--- config.mk ---
export PLATFORM = sky130hd
export DESIGN_NAME = cache_write_buffer
export DESIGN_NICKNAME = d
export VERILOG_FILES = /design/src/rtl/cache_write_buffer.sv
export SDC_FILE = /design/constraint.sdc
export NUM_CORES = 1
export LEC_CHECK = 0
export ABC_AREA = 1
export CAP_MARGIN = 20
export CORE_AREA = 2 2 215 217
export CTS_CLUSTER_DIAMETER = 40
export DETAILED_ROUTE_END_ITERATION = 8
export DIE_AREA = 0 0 217 219
export GPL_ROUTABILITY_DRIVEN = 0
export SETUP_SLACK_MARGIN = 0.02
export SLEW_MARGIN = 0
export SYNTH_ARGS = -nofsm -noshare
export SYNTH_HDL_FRONTEND = slang
export SYNTH_SLANG_ARGS = --single-unit
export TNS_END_PERCENT = 10
--- constraint.sdc ---
create_clock -name clk -period 1.9 [get_ports clk]
set_input_delay 0.38 -clock clk [delete_from_list [all_inputs] [get_ports clk]]
set_output_delay 0.38 -clock clk [all_outputs]
set_load 0.005 [all_outputs]
--- src/rtl/cache_write_buffer.sv ---
// Single-entry write-back buffer between the L1 cache and physical memory.
// Absorbs dirty evictions, forwards read hits, and drains when the memory port is idle.
module cache_write_buffer (
    input  logic         clk,
    input  logic         rst_n,
    input  logic         cache_pmem_read,
    input  logic         cache_pmem_write,
    input  logic [15:0]  cache_pmem_address,
    input  logic [127:0] cache_pmem_wdata,
    output logic [127:0] cache_pmem_rdata,
    output logic         cache_pmem_resp,
    output logic         pmem_read,
    output logic         pmem_write,
    output logic [15:0]  pmem_address,
    output logic [127:0] pmem_wdata,
    input  logic [127:0] pmem_rdata,
    input  logic         pmem_resp,
    output logic         buffer_full
);

    typedef enum logic [1:0] {
        IDLE     = 2'd0,
        MEM_READ = 2'd1,
        DRAIN    = 2'd2,
        RESP     = 2'd3
    } state_t;

    state_t        state_q, state_d;
    logic          buf_valid_q, buf_valid_d;
    logic [11:0]   buf_tag_q, buf_tag_d;
    logic [127:0]  buf_data_q, buf_data_d;
    logic [127:0]  rdata_q, rdata_d;
    logic          hit;

    assign hit = buf_valid_q && (cache_pmem_address[15:4] == buf_tag_q);

    always_ff @(posedge clk or negedge rst_n) begin
        if (!rst_n) begin
            state_q     <= IDLE;
            buf_valid_q <= 1'b0;
            buf_tag_q   <= '0;
            buf_data_q  <= '0;
            rdata_q     <= '0;
        end else begin
            state_q     <= state_d;
            buf_valid_q <= buf_valid_d;
            buf_tag_q   <= buf_tag_d;
            buf_data_q  <= buf_data_d;
            rdata_q     <= rdata_d;
        end
    end

    always_comb begin
        state_d     = state_q;
        buf_valid_d = buf_valid_q;
        buf_tag_d   = buf_tag_q;
        buf_data_d  = buf_data_q;
        rdata_d     = rdata_q;
        case (state_q)
            IDLE: begin
                // Reads take priority over writes; a missing read also preempts draining.
                if (cache_pmem_read && hit) begin
                    rdata_d = buf_data_q;
                    state_d = RESP;
                end else if (cache_pmem_read) begin
                    state_d = MEM_READ;
                end else if (cache_pmem_write && (!buf_valid_q || hit)) begin
                    buf_tag_d   = cache_pmem_address[15:4];
                    buf_data_d  = cache_pmem_wdata;
                    buf_valid_d = 1'b1;
                    state_d     = RESP;
                end else if (buf_valid_q) begin
                    // Conflicting write or no request: empty the entry first.
                    state_d = DRAIN;
                end
            end
            MEM_READ: begin
                if (pmem_resp) begin
                    rdata_d = pmem_rdata;
                    state_d = RESP;
                end
            end
            DRAIN: begin
                if (pmem_resp) begin
                    buf_valid_d = 1'b0;
                    state_d     = IDLE;
                end
            end
            RESP: begin
                state_d = IDLE;
            end
            default: begin
                state_d = IDLE;
            end
        endcase
    end

    always_comb begin
        cache_pmem_rdata = '0;
        cache_pmem_resp  = 1'b0;
        pmem_read        = 1'b0;
        pmem_write       = 1'b0;
        pmem_address     = '0;
        pmem_wdata       = '0;
        buffer_full      = buf_valid_q;
        case (state_q)
            MEM_READ: begin
                pmem_read    = 1'b1;
                pmem_address = cache_pmem_address;
            end
            DRAIN: begin
                pmem_write   = 1'b1;
                pmem_address = {buf_tag_q, 4'b0000};
                pmem_wdata   = buf_data_q;
            end
            RESP: begin
                cache_pmem_resp  = 1'b1;
                cache_pmem_rdata = rdata_q;
            end
            default: begin
            end
        endcase
    end

endmodule

==> results.md, run 1 <==
* Status: finished with violations
* Adder-cell share of the synthesized area at 0.00345
* Total track usage at 0.245
* Slew HR at 0.699
* Distinct cells, synth at 20
* RR Startpoint: state_q[0]
* Worst R2R Setup Slack at -0.37 ns
* First-pass GRT wire length at slightly above 90000 um
* Max Cap Viol at 0
* Initial antenna violation count at 6
* Reg clk slew, reported paths at 0.05 ns
* CP Capture Type: output port
* Synthesized flop and latch total at 271
* Top-level port count at ~550
* FF-to-FF End: rdata_q[62]
* Slew @ Worst Pin at 0.451 ns
* CP required at roughly 1.5 ns
* Post-synth top area share at 0.467
* DRT iter0 DRCs at between 1000 and 1500
* Worst VDD drop at 0.792 mV
* Static Leakage at 14.1 nW
* Combinational share of power at 0.510
* Cell taking the most area after synthesis: dfrtp_1
* Final Skew at between 0.02 and 0.025 ns
* Net Sw Power at approximately 16 mW
* Yosys warnings at 0
* Mux cell area share after synthesis at 0
* Count of pins over their slew limit at 0
* Drt first pass iters at 7
* Initial Util at 0.322
* Largest net degree at the start of global routing at slightly below 100
* Synth Area in XOR/XNOR at 0.00422
* CTS tree: built
* Design Power at 38.8 mW
* Internal power at 23.0 mW
* Worst Hold Class: input port to async pin
* Final wirelength at approximately 60000 um
* Arr. time, crit path at about 2 ns
* CTS Buf Count at 47
* Main combinational cell family by area after synthesis: simple AND/OR/NAND/NOR gates
* HPWL after DPL at between 40000 and 50000 um
* Tmin final at about 2.4 ns
* CP Max Fanout at 7
* Die H at 219 um
* Sw Share at 0.407
* Final hold viol count at 0
* Cells after synthesis at 2122
* Number of global-route vias before repair at roughly 16000
* Drt via density at around 4.7
* Die area at about 0.048 mm2
* Area post-placement at about 0.021 mm2
* Cell Pwr Density at ~1600 mW/mm2
* Synthesized cell area at 0.0145 mm2
* Row cnt at 78
* Share of cells above drive strength 1 at 0.296
* Cell depth of the worst flop-to-flop path at 11
* WS Path Type: flop to output port
* Global route overflow at 0
* Final WS setup at -0.481 ns
* Final count of negative-setup-slack endpoints at 406
* Die W at 217 um
* Vias at roughly 16000
* RSZ-0062 raised after global routing: true
* Final Cell Area at between 0.02 and 0.025 mm2
* Clock Sinks at between 200 and 300
* DR DRC count at 0
* Maximum clock rate at 0.420 GHz
* Port Buf Inserts at roughly 550
* Synth area leaders: dfrtp_1 47%, nand2_1 25%, inv_1 9.9%
* CTS max path bufs at 3
* Failing checks: negative setup slack
* Skew-Pair Late Insertion Delay at approximately 0.56 ns
* WL/cell at about 18 um
* CP Launch Type: flop
* Sequential Power Share at 0.275
* Root Buffer: clkbuf_16
* Post-Syn Nets at around 2400
* Mean Syn Cell Area at around 6.8 um2
* Core area at 0.0451 mm2
* Layout Nets at between 3000 and 4000
* Sequential share of the synthesized area at 0.467
* P&R area growth vs syn at 68.2%
* ANT nets after route at 0
* Clock power share at 0.215
* Fraction of the mapped netlist area in simple logic gates at 0.295
* H-tree depth at 2
* Post-synthesis compound-gate area fraction at 0.0791
* Crit share post-route at 1.25
-- logic make-up (layout without fill, tap and decap cells) --
| logic type | count (synthesis) | count (layout) |
|---|---|---|
| buffers and inverters | 517 | 1218 |
| AND/OR/NAND/NOR | 1095 | 1095 |
| XOR/XNOR | 7 | 7 |
| AO/OA/AOI/OAI | 228 | 228 |
| adder cells (fa/ha/maj) | 4 | 4 |
| other | 0 | 3 |
| flip-flops | 271 | 271 |
-- per-stage QoR --
stage                     cells  setup TNS [ns]  utilization  setup slack [ns]  hold slack [ns]
after floorplan            2122           -2.08            -           -0.0208           0.0844
after CTS                  3384         -157.63        0.523            -0.746            0.330
after global routing       3424         -172.59        0.542            -0.551            0.364
final                      3426         -123.79        0.542            -0.481            0.365
after global placement     3256         -145.00        0.476            -0.485            0.340
after detailed placement   3256         -149.67        0.476            -0.508            0.337
-- sequential cells by signal, indices dropped and copies added (netlist names) --
| signal | flops |
|---|---|
| buf_tag_q | 12 |
| state_q | 2 |
| buf_data_q | 128 |
| buffer_full | 1 |
| rdata_q | 128 |
-- critical path, cell delays in order (launching register included) --
cell	delay, ns
dfrtp_1	0.38
buf_6	0.13
ha_4	0.18
buf_12	0.15
buf_16	0.15
buf_12	0.13
buf_6	0.11
nand2_2	0.05
inv_2	0.05
buf_6	0.11
-- power by group through the flow --
| stage | Combinational (mW) | Clock, mW | Sequential [mW] |
|---|---|---|---|
| after global placement | 16.1 | 0 | 10.1 |
| after global routing | 21.8 | 8.78 | 11.0 |
| after CTS | 17.9 | 8.52 | 10.2 |
| after detailed placement | 16.3 | 0 | 10.2 |
| final | 19.8 | 8.35 | 10.7 |
| after floorplan | 8.45 | 0 | 9.72 |
-- synth_stat cells --
cell type / count
nand2_1: 960
inv_1: 382
dfrtp_1: 271
o21ai_0: 167
nand3_1: 129
clkbuf_1: 57
o21ai_1: 47
buf_2: 39
buf_6: 21
buf_4: 13
a21oi_1: 12
xnor2_1: 7
ha_1: 4
nor2_1: 4
buf_1: 3
inv_2: 2
nand3_4: 1
o21a_1: 1
o311a_1: 1
or2_2: 1
-- cell usage in the layout (no fill, tap or decap), drive strengths merged, types with 6 or more instances in the layout --
cell type	n
xnor2	7
a21oi	12
buf	317
clkdlybuf4s50	276
inv	386
dfrtp	271
clkbuf	184
nand3	130
nand2	960
o21ai	214
dlygate4sd2	20
dlymetal6s2s	6
clkinv	14
-- how the worst max path moves through the flow --
| stage | from | endpoint | slack [ns] |
|---|---|---|---|
| 5_1_grt | state_q[0] | cache_pmem_rdata[12] | -0.55 |
| 4_1_cts | state_q[1] | pmem_address[9] | -0.75 |
| 2_1_floorplan | state_q[0] | pmem_wdata[100] | -0.02 |
| 6_report | state_q[1] | pmem_wdata[6] | -0.48 |
| 3_5_place_dp | cache_pmem_address[4] | rdata_q[96] | -0.51 |
| 3_3_place_gp | cache_pmem_address[4] | rdata_q[96] | -0.49 |
-- repair_timing --
item                                   in CTS  in global routing
resized for setup                         617                763
setup buffers                              32                 40
endpoints found under the hold margin      39                  0
hold buffers                                1                  0
setup endpoints to repair                 420                547
gates cloned                               11                 10
pin swaps                                   2                  8
-- layout make-up --
class                           count  area, um2
Antenna cell                        3       7.51
Clock buffer                       60       1330
Clock inverter                     24        234
Fill cell                        4315      20700
Inverter                          384       1470
Multi-Input combinational cell   1334       6410
Sequential cell                   271       6780
Tap cell                          600        751
Timing Repair Buffer              750       7450
-- per-layer routing --
metal,global-route usage,wire length [um]
met1,0.307,25200
met2,0.414,29100
met3,0.0626,4670
met4,0.0792,1800
met5,0,68
Note: power is estimated with default switching activity, not from simulation.
==> inputs of run 2 (changes only) <==
--- a/config.mk
+++ b/config.mk
@@ -7,11 +7,15 @@
 export LEC_CHECK = 0
 export ABC_AREA = 1
 export CAP_MARGIN = 20
-export CORE_AREA = 2 2 215 217
+export CELL_PAD_IN_SITES_DETAIL_PLACEMENT = 1
+export CELL_PAD_IN_SITES_GLOBAL_PLACEMENT = 2
+export CORE_ASPECT_RATIO = 1.1
+export CORE_MARGIN = 1
+export CORE_UTILIZATION = 21
 export CTS_CLUSTER_DIAMETER = 40
 export DETAILED_ROUTE_END_ITERATION = 8
-export DIE_AREA = 0 0 217 219
 export GPL_ROUTABILITY_DRIVEN = 0
+export PLACE_DENSITY_LB_ADDON = 0.1
 export SETUP_SLACK_MARGIN = 0.02
 export SLEW_MARGIN = 0
 export SYNTH_ARGS = -nofsm -noshare
==> run 2 against run 1 <==
  * The flow still finishes with violations (negative setup slack)
  * Maximum frequency decreased by 2.8%
  * Register-to-register slack gained 0.16 ns
  * Combinational power about the same
  * Wire length up 17%
  * Count of clock-buffer cells in the layout grew 28
  * Setup slack worse by 0.068 ns
  * Core utilization decreased by 16 points
  * Power is 10% higher
  * First-iteration DRC count fell by 55%
  * Die area rose by 48%
  * Sequential share of layout area fell by 1.3 points
  * Clock power increased by 51%
  * Largest power group unchanged
==> results.md, run 2 (synthesis gave the netlist of run 1 again) <==
* Die area at 0.0702 mm2 (+48%)
* Final Non-Filler Cells at 3788 (+11%)
* Final Skew at 0.0238 ns (+0.00111 ns)
* CTS Buf Count at 71 (+51%)
* Clock Sinks at 271 (unchanged)
* Layout Nets at 3093 (+0.78%)
* Final hold viol count at 0 (unchanged)
* Design Power at 42.7 mW (+10%)
* Die H at 278 um (+27%)
* Worst R2R Setup Slack at -0.21 ns (+0.16 ns)
* Worst VDD drop at 0.614 mV (-23%)
* CTS max path bufs at 3 (unchanged)
* Final count of negative-setup-slack endpoints at 383 (-5.7%)
* Register Area at 0.00678 mm2 (unchanged)
* CP required at 1.52 ns (about the same)
* Drt via density at 4.17 (-11%)
* # fillers at 8237 (+91%)
* Static Leakage at 15.2 nW (+8.1%)
* Global route overflow at 0 (unchanged)
* Commonest non-fill, non-tap cell in the layout: nand2_1
* DP Worst Slack at -0.532 ns (-0.0236 ns)
* Maximum clock rate at 0.408 GHz (-2.8%)
* Slowest CP cell: dfrtp_1
* Final WS setup at -0.548 ns (-0.0677 ns)
* Failing checks: negative setup slack
* Total Neg Setup Slack at -118.60 ns (+5.19 ns)
* Cell Chain, Critical Path: buf_6, ha_4, buf_12, buf_6, clkbuf_16, buf_6, nand2_4, inv_2, buf_2
* Most frequent cells in the layout: 833 x nand2_1, 287 x inv_1, 276 x clkdlybuf4s50_1, 271 x dfrtp_1, 167 x o21ai_0
* Number of global-route vias before repair at 16795 (+5.1%)
* Initial antenna violation count at 12 (+6)
* Inst Count DP at 3549 (+9.0%)
* Final wirelength at 71100 um (+17%)
* Cell Pwr Density at 1670 mW/mm2 (+4.8%)
* DRT iter0 DRCs at 547 (-55%)
* Largest net degree at the start of global routing at 86 (-12%)
* Skew-Pair Late Insertion Delay at 0.59 ns (+0.03 ns)
* Count of pins over their slew limit at 0 (unchanged)
* CP Launch Type: flop
* WL/cell at 18.8 um (+5.7%)
* Core area at 0.0681 mm2 (+51%)
* Reg clk slew, reported paths at 0.04 ns (about the same)
* Top-level port count at 553 (unchanged)
* Vias at 15791 (-1.3%)
* CP Capture Type: output port
* Port Buf Inserts at 552 (unchanged)
* CP Max Fanout at 6 (-1)
* Arr. time, crit path at 2.07 ns (+0.07 ns)
* H-tree depth at 3 (+1)
* P&R area growth vs syn at 76.6%
* Drt first pass iters at 4 (-3)
* CTS tree: built
* Die W at 253 um (+16%)
* Status: finished with violations
* Multi-input logic area at 0.00616 mm2 (-3.9%)
* HPWL after DPL at 49300 um (+18%)
* Tmin final at 2.45 ns (+0.0677 ns)
* Share of cells above drive strength 1 at 0.266 (-0.0293)
* Slew @ Worst Pin at 0.541 ns (+0.0896 ns)
* Initial Util at 0.213 (-0.109)
* Row cnt at 100 (+28%)
* Cell repeated most along the worst path: buf_6
* Largest stage delay on the critical path at 0.41 ns (+0.03 ns)
* Slew HR at 0.640 (-0.0597)
* WS Path Type: flop to output port
* Crit share post-route at 1.29 (+0.0356)
* Worst Hold Class: input port to async pin
* First-pass GRT wire length at 103000 um (+13%)
* DR DRC count at 0 (unchanged)
* RSZ-0062 raised after global routing: true
* ANT nets after route at 0 (unchanged)
* Max Cap Viol at 0 (unchanged)
* Total track usage at 0.193 (-0.0526)
* Root Buffer: clkbuf_16
* Biggest regs: buf_data_q (128), rdata_q (128), buf_tag_q (12)
==> run 2: critical path, delay by kind of cell (launching register included) <==
kind | cells | cell delay [ns]
buffers and inverters | 7 | 0.83
adder cells (fa/ha/maj) | 1 | 0.20
AND/OR/NAND/NOR | 1 | 0.05
flip-flops | 1 | 0.41
==> run 2: layout make-up <==
| class | count | share of cell area |
|---|---|---|
| flip-flops and latches | 271 | 0.264 |
| multi-input cells | 1334 | 0.240 |
| repair buffers | 750 | 0.297 |
| well taps | 918 | 0.0448 |
| inverters | 384 | 0.0569 |
| clock buffers | 88 | 0.0749 |
| diodes | 3 | 0.000293 |
| clock inverters | 40 | 0.0218 |
==> run 2: per-stage QoR <==
stage	area [um2]	hold WS (ns)	util
after floorplan	14500	0.0844	-
after global placement	21600	0.368	0.318
after detailed placement	21600	0.364	0.318
after CTS	24200	0.310	0.356
after global routing	25700	0.337	0.377
final	25700	0.320	0.377
==> run 2: power breakdown <==
group / internal, mW / leakage, nW / switching, mW / total (mW)
clock: 8.66 / 1.19 / 3.93 / 12.6
sequential: 8.55 / 3.37 / 1.94 / 10.5
combinational: 9.08 / 10.7 / 10.6 / 19.6
==> run 2: metal layers <==
| layer | wire, um | GRT usage | vias to the layer above |
|---|---|---|---|
| met1 | 29700 | 0.232 | 7585 |
| met3 | 4840 | 0.0541 | 96 |
| met2 | 35100 | 0.331 | 392 |
| met5 | 109 | 0 | - |
| li1 | - | - | 7700 |
| met4 | 1380 | 0.0555 | 18 |
==> run 2: final timing paths <==
kind / startpoint / endpoint / cells after the start
max in group asynchronous: rst_n / rdata_q[76] / 3
min: rst_n / rdata_q[38] / 2
min in group clk: cache_pmem_wdata[116] / buf_data_q[116] / 3
min reg2reg: rdata_q[7] / rdata_q[7] / 2
max: state_q[1] / pmem_wdata[122] / 9
max reg2reg: state_q[1] / rdata_q[88] / 9
==> run 2: what timing repair did <==
item,in CTS,in global routing
endpoints found under the hold margin,38,0
setup buffers,11,80
hold buffers,1,0
gates cloned,6,16
pin swaps,5,10
setup endpoints to repair,512,545
gates resized for setup,280,803
